### src/rtl/cond_pkg.sv
// Shared constants for the conditional-execution unit: ARM condition codes,
// NZCV bit positions and the IT slot-condition helper.
package cond_pkg;

    localparam logic [3:0] COND_EQ = 4'h0;
    localparam logic [3:0] COND_NE = 4'h1;
    localparam logic [3:0] COND_CS = 4'h2;
    localparam logic [3:0] COND_CC = 4'h3;
    localparam logic [3:0] COND_MI = 4'h4;
    localparam logic [3:0] COND_PL = 4'h5;
    localparam logic [3:0] COND_VS = 4'h6;
    localparam logic [3:0] COND_VC = 4'h7;
    localparam logic [3:0] COND_HI = 4'h8;
    localparam logic [3:0] COND_LS = 4'h9;
    localparam logic [3:0] COND_GE = 4'hA;
    localparam logic [3:0] COND_LT = 4'hB;
    localparam logic [3:0] COND_GT = 4'hC;
    localparam logic [3:0] COND_LE = 4'hD;
    localparam logic [3:0] COND_AL = 4'hE;
    localparam logic [3:0] COND_NV = 4'hF;

    localparam int FLAG_N = 3;
    localparam int FLAG_Z = 2;
    localparam int FLAG_C = 1;
    localparam int FLAG_V = 0;

    // An else-slot flips only the low bit, which toggles each condition with its complement.
    function automatic logic [3:0] it_slot_cond(input logic [3:0] base, input logic inv);
        return {base[3:1], base[0] ^ inv};
    endfunction

endpackage

### src/rtl/cond_eval.sv
// Combinational ARM condition evaluator; NV and any unused code yield 0.
module cond_eval
    import cond_pkg::*;
(
    input  logic [3:0] cond_i,
    input  logic [3:0] flags_i,
    output logic       pass_o
);

    logic n, z, c, v;

    assign n = flags_i[FLAG_N];
    assign z = flags_i[FLAG_Z];
    assign c = flags_i[FLAG_C];
    assign v = flags_i[FLAG_V];

    // Decode the condition against the flag snapshot.
    always_comb begin
        pass_o = 1'b0;
        case (cond_i)
            COND_EQ: pass_o = z;
            COND_NE: pass_o = ~z;
            COND_CS: pass_o = c;
            COND_CC: pass_o = ~c;
            COND_MI: pass_o = n;
            COND_PL: pass_o = ~n;
            COND_VS: pass_o = v;
            COND_VC: pass_o = ~v;
            COND_HI: pass_o = c & ~z;
            COND_LS: pass_o = ~c | z;
            COND_GE: pass_o = (n == v);
            COND_LT: pass_o = (n != v);
            COND_GT: pass_o = ~z & (n == v);
            COND_LE: pass_o = z | (n != v);
            COND_AL: pass_o = 1'b1;
            default: pass_o = 1'b0;
        endcase
    end

endmodule

### src/rtl/cond_unit_it.sv
// Conditional-execution unit: banked NZCV flags, IT predication window and
// write-enable gating between decoder and datapath.
//
// window | meaning
// idle   | cnt_q == 0, instructions use their own cond field
// open   | cnt_q != 0, instructions use it_cond_q with the current else bit
module cond_unit_it
    import cond_pkg::*;
#(
    parameter int NBANK  = 2,
    parameter int IT_MAX = 4,
    localparam int BW    = (NBANK > 1) ? $clog2(NBANK) : 1,
    localparam int LW    = $clog2(IT_MAX + 1)
) (
    input  logic              clk_i,
    input  logic              reset_i,
    input  logic              valid_i,
    input  logic              flush_i,
    input  logic [3:0]        cond_i,
    input  logic              pcs_i,
    input  logic              reg_w_i,
    input  logic              mem_w_i,
    input  logic              no_write_i,
    input  logic [1:0]        flag_w_i,
    input  logic [BW-1:0]     bank_sel_i,
    input  logic [3:0]        alu_flag_i,
    input  logic              it_start_i,
    input  logic [LW-1:0]     it_len_i,
    input  logic [IT_MAX-1:0] it_mask_i,
    output logic              pc_src_o,
    output logic              reg_write_o,
    output logic              mem_write_o,
    output logic              cond_ex_o,
    output logic [3:0]        flags_o,
    output logic              it_active_o,
    output logic              it_err_o
);

    logic [3:0]        flag_q [NBANK];
    logic [3:0]        flag_d [NBANK];
    logic [LW-1:0]     cnt_q, cnt_d;
    logic [IT_MAX-1:0] pat_q, pat_d;
    logic [3:0]        it_cond_q, it_cond_d;

    logic [3:0] flags_rd;
    logic [3:0] ec;
    logic       pass;
    logic       kill, g, len_ok, start_ok, wr;

    // Read mux for the selected flag bank; out-of-range selects read zero.
    always_comb begin
        flags_rd = 4'b0000;
        for (int b = 0; b < NBANK; b++) begin
            if (bank_sel_i == BW'(b)) flags_rd = flag_q[b];
        end
    end

    assign flags_o     = flags_rd;
    assign it_active_o = (cnt_q != '0);
    assign ec          = it_active_o ? it_slot_cond(it_cond_q, pat_q[0]) : cond_i;

    cond_eval u_eval (
        .cond_i  (ec),
        .flags_i (flags_rd),
        .pass_o  (pass)
    );

    assign kill        = flush_i | reset_i;
    assign g           = valid_i & ~kill;
    assign len_ok      = (it_len_i != '0) && (it_len_i <= LW'(IT_MAX));
    assign start_ok    = it_start_i & ~it_active_o & len_ok;
    assign cond_ex_o   = ~kill & (start_ok | pass);
    // IT instructions, legal or not, never write anything themselves.
    assign wr          = g & cond_ex_o & ~it_start_i;
    assign pc_src_o    = wr & pcs_i;
    assign reg_write_o = wr & reg_w_i & ~no_write_i;
    assign mem_write_o = wr & mem_w_i;
    assign it_err_o    = g & it_start_i & ~start_ok;

    // Next-state for flag banks and the IT window.
    always_comb begin
        flag_d    = flag_q;
        cnt_d     = cnt_q;
        pat_d     = pat_q;
        it_cond_d = it_cond_q;
        if (flush_i) begin
            cnt_d = '0;
        end else if (valid_i) begin
            for (int b = 0; b < NBANK; b++) begin
                if (wr && bank_sel_i == BW'(b)) begin
                    if (flag_w_i[1]) flag_d[b][3:2] = alu_flag_i[3:2];
                    if (flag_w_i[0]) flag_d[b][1:0] = alu_flag_i[1:0];
                end
            end
            if (it_active_o) begin
                cnt_d = pc_src_o ? '0 : cnt_q - LW'(1);
                pat_d = pat_q >> 1;
            end else if (start_ok) begin
                cnt_d     = it_len_i;
                pat_d     = it_mask_i;
                it_cond_d = cond_i;
            end
        end
    end

    // State registers with synchronous reset.
    always_ff @(posedge clk_i) begin
        if (reset_i) begin
            for (int b = 0; b < NBANK; b++) flag_q[b] <= 4'b0000;
            cnt_q     <= '0;
            pat_q     <= '0;
            it_cond_q <= 4'b0000;
        end else begin
            for (int b = 0; b < NBANK; b++) flag_q[b] <= flag_d[b];
            cnt_q     <= cnt_d;
            pat_q     <= pat_d;
            it_cond_q <= it_cond_d;
        end
    end

endmodule
### config.mk
export PLATFORM = sky130hd
export DESIGN_NAME = cond_unit_it
export DESIGN_NICKNAME = d
export VERILOG_FILES = /design/src/rtl/cond_pkg.sv /design/src/rtl/cond_eval.sv /design/src/rtl/cond_unit_it.sv
export SDC_FILE = /design/constraint.sdc
export NUM_CORES = 1
export LEC_CHECK = 0
export CORE_MARGIN = 3
export CORE_UTILIZATION = 47
export DETAILED_ROUTE_END_ITERATION = 10
export HOLD_SLACK_MARGIN = 0.06
export PLACE_DENSITY = 0.87
export SLEW_MARGIN = 20
export SYNTH_ARGS = -nofsm -noshare
export SYNTH_HDL_FRONTEND = slang
export SYNTH_HIERARCHICAL = 1
export SYNTH_SLANG_ARGS = --single-unit
### constraint.sdc
create_clock -name clk_i -period 4.1 [get_ports clk_i]
set_input_delay 0.82 -clock clk_i [delete_from_list [all_inputs] [get_ports clk_i]]
set_output_delay 0.82 -clock clk_i [all_outputs]
set_load 0.005 [all_outputs]
==> impl_metrics.csv <==
group,metric,value,unit
worst_setup_path,critPathTopFamily,"buffers and inverters",
synthesis,yosysSeqAreaShare,28.9,%
grt,grt_max_degree,21,
synthesis,syn_avg_cell_area,8.44,µm²
grt,grt_pass1_wl,5.68,mm
worst_setup_path,path_cells,"clkdlybuf4s50_1 > mux2_4 > mux2_4 > a21oi_1 > o211ai_1 > a211o_1 > nor2b_4 > and3_1 > dlygate4sd2_1",
synthesis,synth_fa_ha_area_share,1.90,%
clock_tree,clock-root-buffer,"clkbuf_4",
timing,slew_headroom,69.7,%
worst_setup_path,max_stage_delay,0.42,ns
worst_setup_path,path_max_fanout,6,
pwr,leakagePower,0.868,nW
grt,antenna_found_initial,0,
hold_path,min_from,"cnt_q[2]$_SDFFE_PP0P_",
die,die_height,58.9,µm
timing,fin_setup_tns,0,ns
route,wl_per_cell,15.2,µm
pwr,power_density,237,nW/µm²
synthesis,synth.net_count,185,
synthesis,synthXorXnorAreaFrac,3.90,%
hold_path,min_path_type,"reg -> reg",
worst_setup_path,crit_path_end_kind,"output port",
clock_tree,cts_sinks,19,
timing,tightest_slew,0.452,ns
worst_setup_path,worstSetupPathType,"in -> out",
final_layout,regArea,380,µm²
worst_setup_path,worstPathArrival,3.13,ns
timing,drv_slew,0,
synthesis,ys_types,44,
timing,whs,0.523,ns
clock_tree,clock_latency,0.29,ns
synthesis,synthCells,156,
route,drt.antenna.violating_nets,0,
timing,grt_setup_unrepaired,"false",
place,hpwl,2.67,mm
run,cap_viol_max_count,0,
worst_setup_path,cpMostUsedCell,"mux2_4",
final_layout,drive_gt1_share,17.0,%
timing,final.setup_skew,0.00144,ns
clock_tree,htreeDepth,1,
die,die-area,3470,µm²
timing,timing.final.ws_setup,0.147,ns
synthesis,synthSimpleGateAreaFrac,26.7,%
timing,setup_viol,0,
route,drt-pass1-iter-count,5,
route,drc,0,
final_layout,final_cell_mix,"clkdlybuf4s50_1 (31), nor2_1 (21), dfxtp_1 (19), buf_4 (14), mux2i_1 (12)",
final_layout,n_fill_cell,195,
worst_setup_path,critical_path_buf_inv_count,2,
pwr,ir_drop,0.000273,V
place,dp_slack,-0.311,ns
die,ios,37,
route,via_per_inst,5.78,
status,outcome,"complete, no violations",
timing,period_share,96.4,%
die,initial_utilization,51.3,%
synthesis,synth_compound_area_share,18.0,%
die,die_w,58.9,µm
synthesis,synth_top_family_by_area,"simple AND/OR/NAND/NOR gates",
worst_setup_path,critical_path.startpoint_type,"input pin",
grt,overflow,0,
timing,fin_crit,3.95,ns
final_layout,multi_input_area,901,µm²
die,coreArea,2570,µm²
worst_setup_path,cp_slowest_cell,"clkdlybuf4s50_1",
clock_tree,ctsHoldBuffers,0,
route,vias,1330,
synthesis,ys_ff_latch,19,
synthesis,syn-cell-area,1320,µm²
final_layout,fin_nets,230,
final_layout,layout_commonest_cell,"clkdlybuf4s50_1",
clock_tree,numCtsBuffers,3,
worst_setup_path,reg2reg_from,"cnt_q[0]$_SDFFE_PP0P_",
worst_setup_path,cp-startpoint,"cond_i[2]",
synthesis,synth_mux_area_share,16.3,%
route,wl,3.50,mm
place,place_congestion,0.881,
clock_tree,cts_tree,"yes",
route,first_iter_violations,56,
timing,fmax,253,MHz
die,row_count,18,
final_layout,n_antenna_cell,0,
place,port_buffers,36,
clock_tree,cts.path.max_buffers,2,
grt,track_usage,20.6,%
grt,grt_pass1_vias,1281,
timing,hold_viol,0,
synthesis,yosys_warnings,6,
final_layout,area_growth,38.8,%
clock_tree,clk_pin_slew,0.11,ns
worst_setup_path,cp_data_required_time,3.28,ns
-- logic make-up (layout without fill, tap and decap cells) --
family	count (synthesis)	count (layout)
XOR/XNOR	5	5
buffers and inverters	14	58
AND/OR/NAND/NOR	62	62
AO/OA/AOI/OAI	34	34
flip-flops	19	19
multiplexers	20	20
adder cells (fa/ha/maj)	2	2
-- cell type report --
cell class                      instances  share of cell area (%)
Multi-Input combinational cell        123                    49.3
Timing Repair Buffer                   50                    25.5
Sequential cell                        19                    20.8
Tap cell                               30                    2.05
Clock buffer                            4                    1.44
Inverter                                4                   0.822
-- repair_timing --
action | in CTS | in global routing
cloned | 0 | 0
endpoints found under the setup margin | 4 | 4
buffers inserted | 0 | 2
resized for setup | 6 | 8
pin swaps | 0 | 1
-- metal layers --
metal | track usage (%) | vias to the layer above | routed length, µm
met5 | 0 | - | 0
met4 | 1.94 | 0 | 6
met3 | 2.85 | 2 | 180
met2 | 37.2 | 37 | 1790
met1 | 26.8 | 634 | 1520
li1 | - | 657 | -
-- sequential cells by signal, summed over array words and instances (netlist names) --
name / cells
pat_q: 4
flag_q: 8
cnt_q: 3
it_cond_q: 4
-- worst reg2reg max path: cells and delay by family (launching register included) --
kind                     cells  cell delay, ns
adder cells (fa/ha/maj)      2            0.44
multiplexers                 2            0.67
AO/OA/AOI/OAI                4            0.93
AND/OR/NAND/NOR              3            0.57
buffers and inverters        2            0.24
flip-flops                   1            0.32
-- power breakdown --
part           internal, mW  switching, mW
clock                0.0378         0.0589
sequential            0.189        0.00226
combinational        0.0770         0.0672
-- worst paths after layout --
path	endpoint	slack, ns	cells past startpoint
max	pc_src_o	0.15	9
min	cnt_q[2]$_SDFFE_PP0P_	0.52	2
max reg2reg	cnt_q[2]$_SDFFE_PP0P_	0.88	13
min reg2reg	cnt_q[2]$_SDFFE_PP0P_	0.52	2
-- synthesized netlist by cell type (all sizes together) --
cell type  count  area (µm²)
o31ai          1        7.51
mux2           8        93.8
a221oi         1        8.76
a21bo          1        10.0
o211ai         2        15.0
nor4           2        12.5
or2b           1        7.51
and3           3        20.0
nor3b          2        26.3
nand2b         6        37.5
a21oi         11        58.8
and4b          1        10.0
a2111oi        1        8.76
nand2          5        18.8
a211o          2        17.5
xnor2          4        42.6
nand3          1        5.00
mux2i         12         120
nand4          3        18.8
buf            3        15.0
nor2b          3        18.8
nor3           6        30.0
and3b          5        43.8
a41o           1        10.0
clkbuf         7        27.5
nand4b         2        17.5
xor2           1        8.76
a31o           1        17.5
inv            4        15.0
a31oi          3        18.8
dfxtp         19         380
nor2          21        78.8
a22oi          1        7.51
ha             2        25.0
or3            1        6.26
o22ai          1        6.26
o21ai          6        30.0
o311a          2        20.0
-- per-stage QoR --
stage	cell area, µm²	utilization (%)	cells	power (mW)
2_1_floorplan	1320	-	156	0.272
3_3_place_gp	1760	68.6	224	0.324
3_5_place_dp	1760	68.6	224	0.329
4_1_cts	1800	69.9	228	0.424
5_1_grt	1830	71.2	230	0.455
6_report	1830	71.2	230	0.432
No activity file was read; power rests on OpenSTA's default activity.
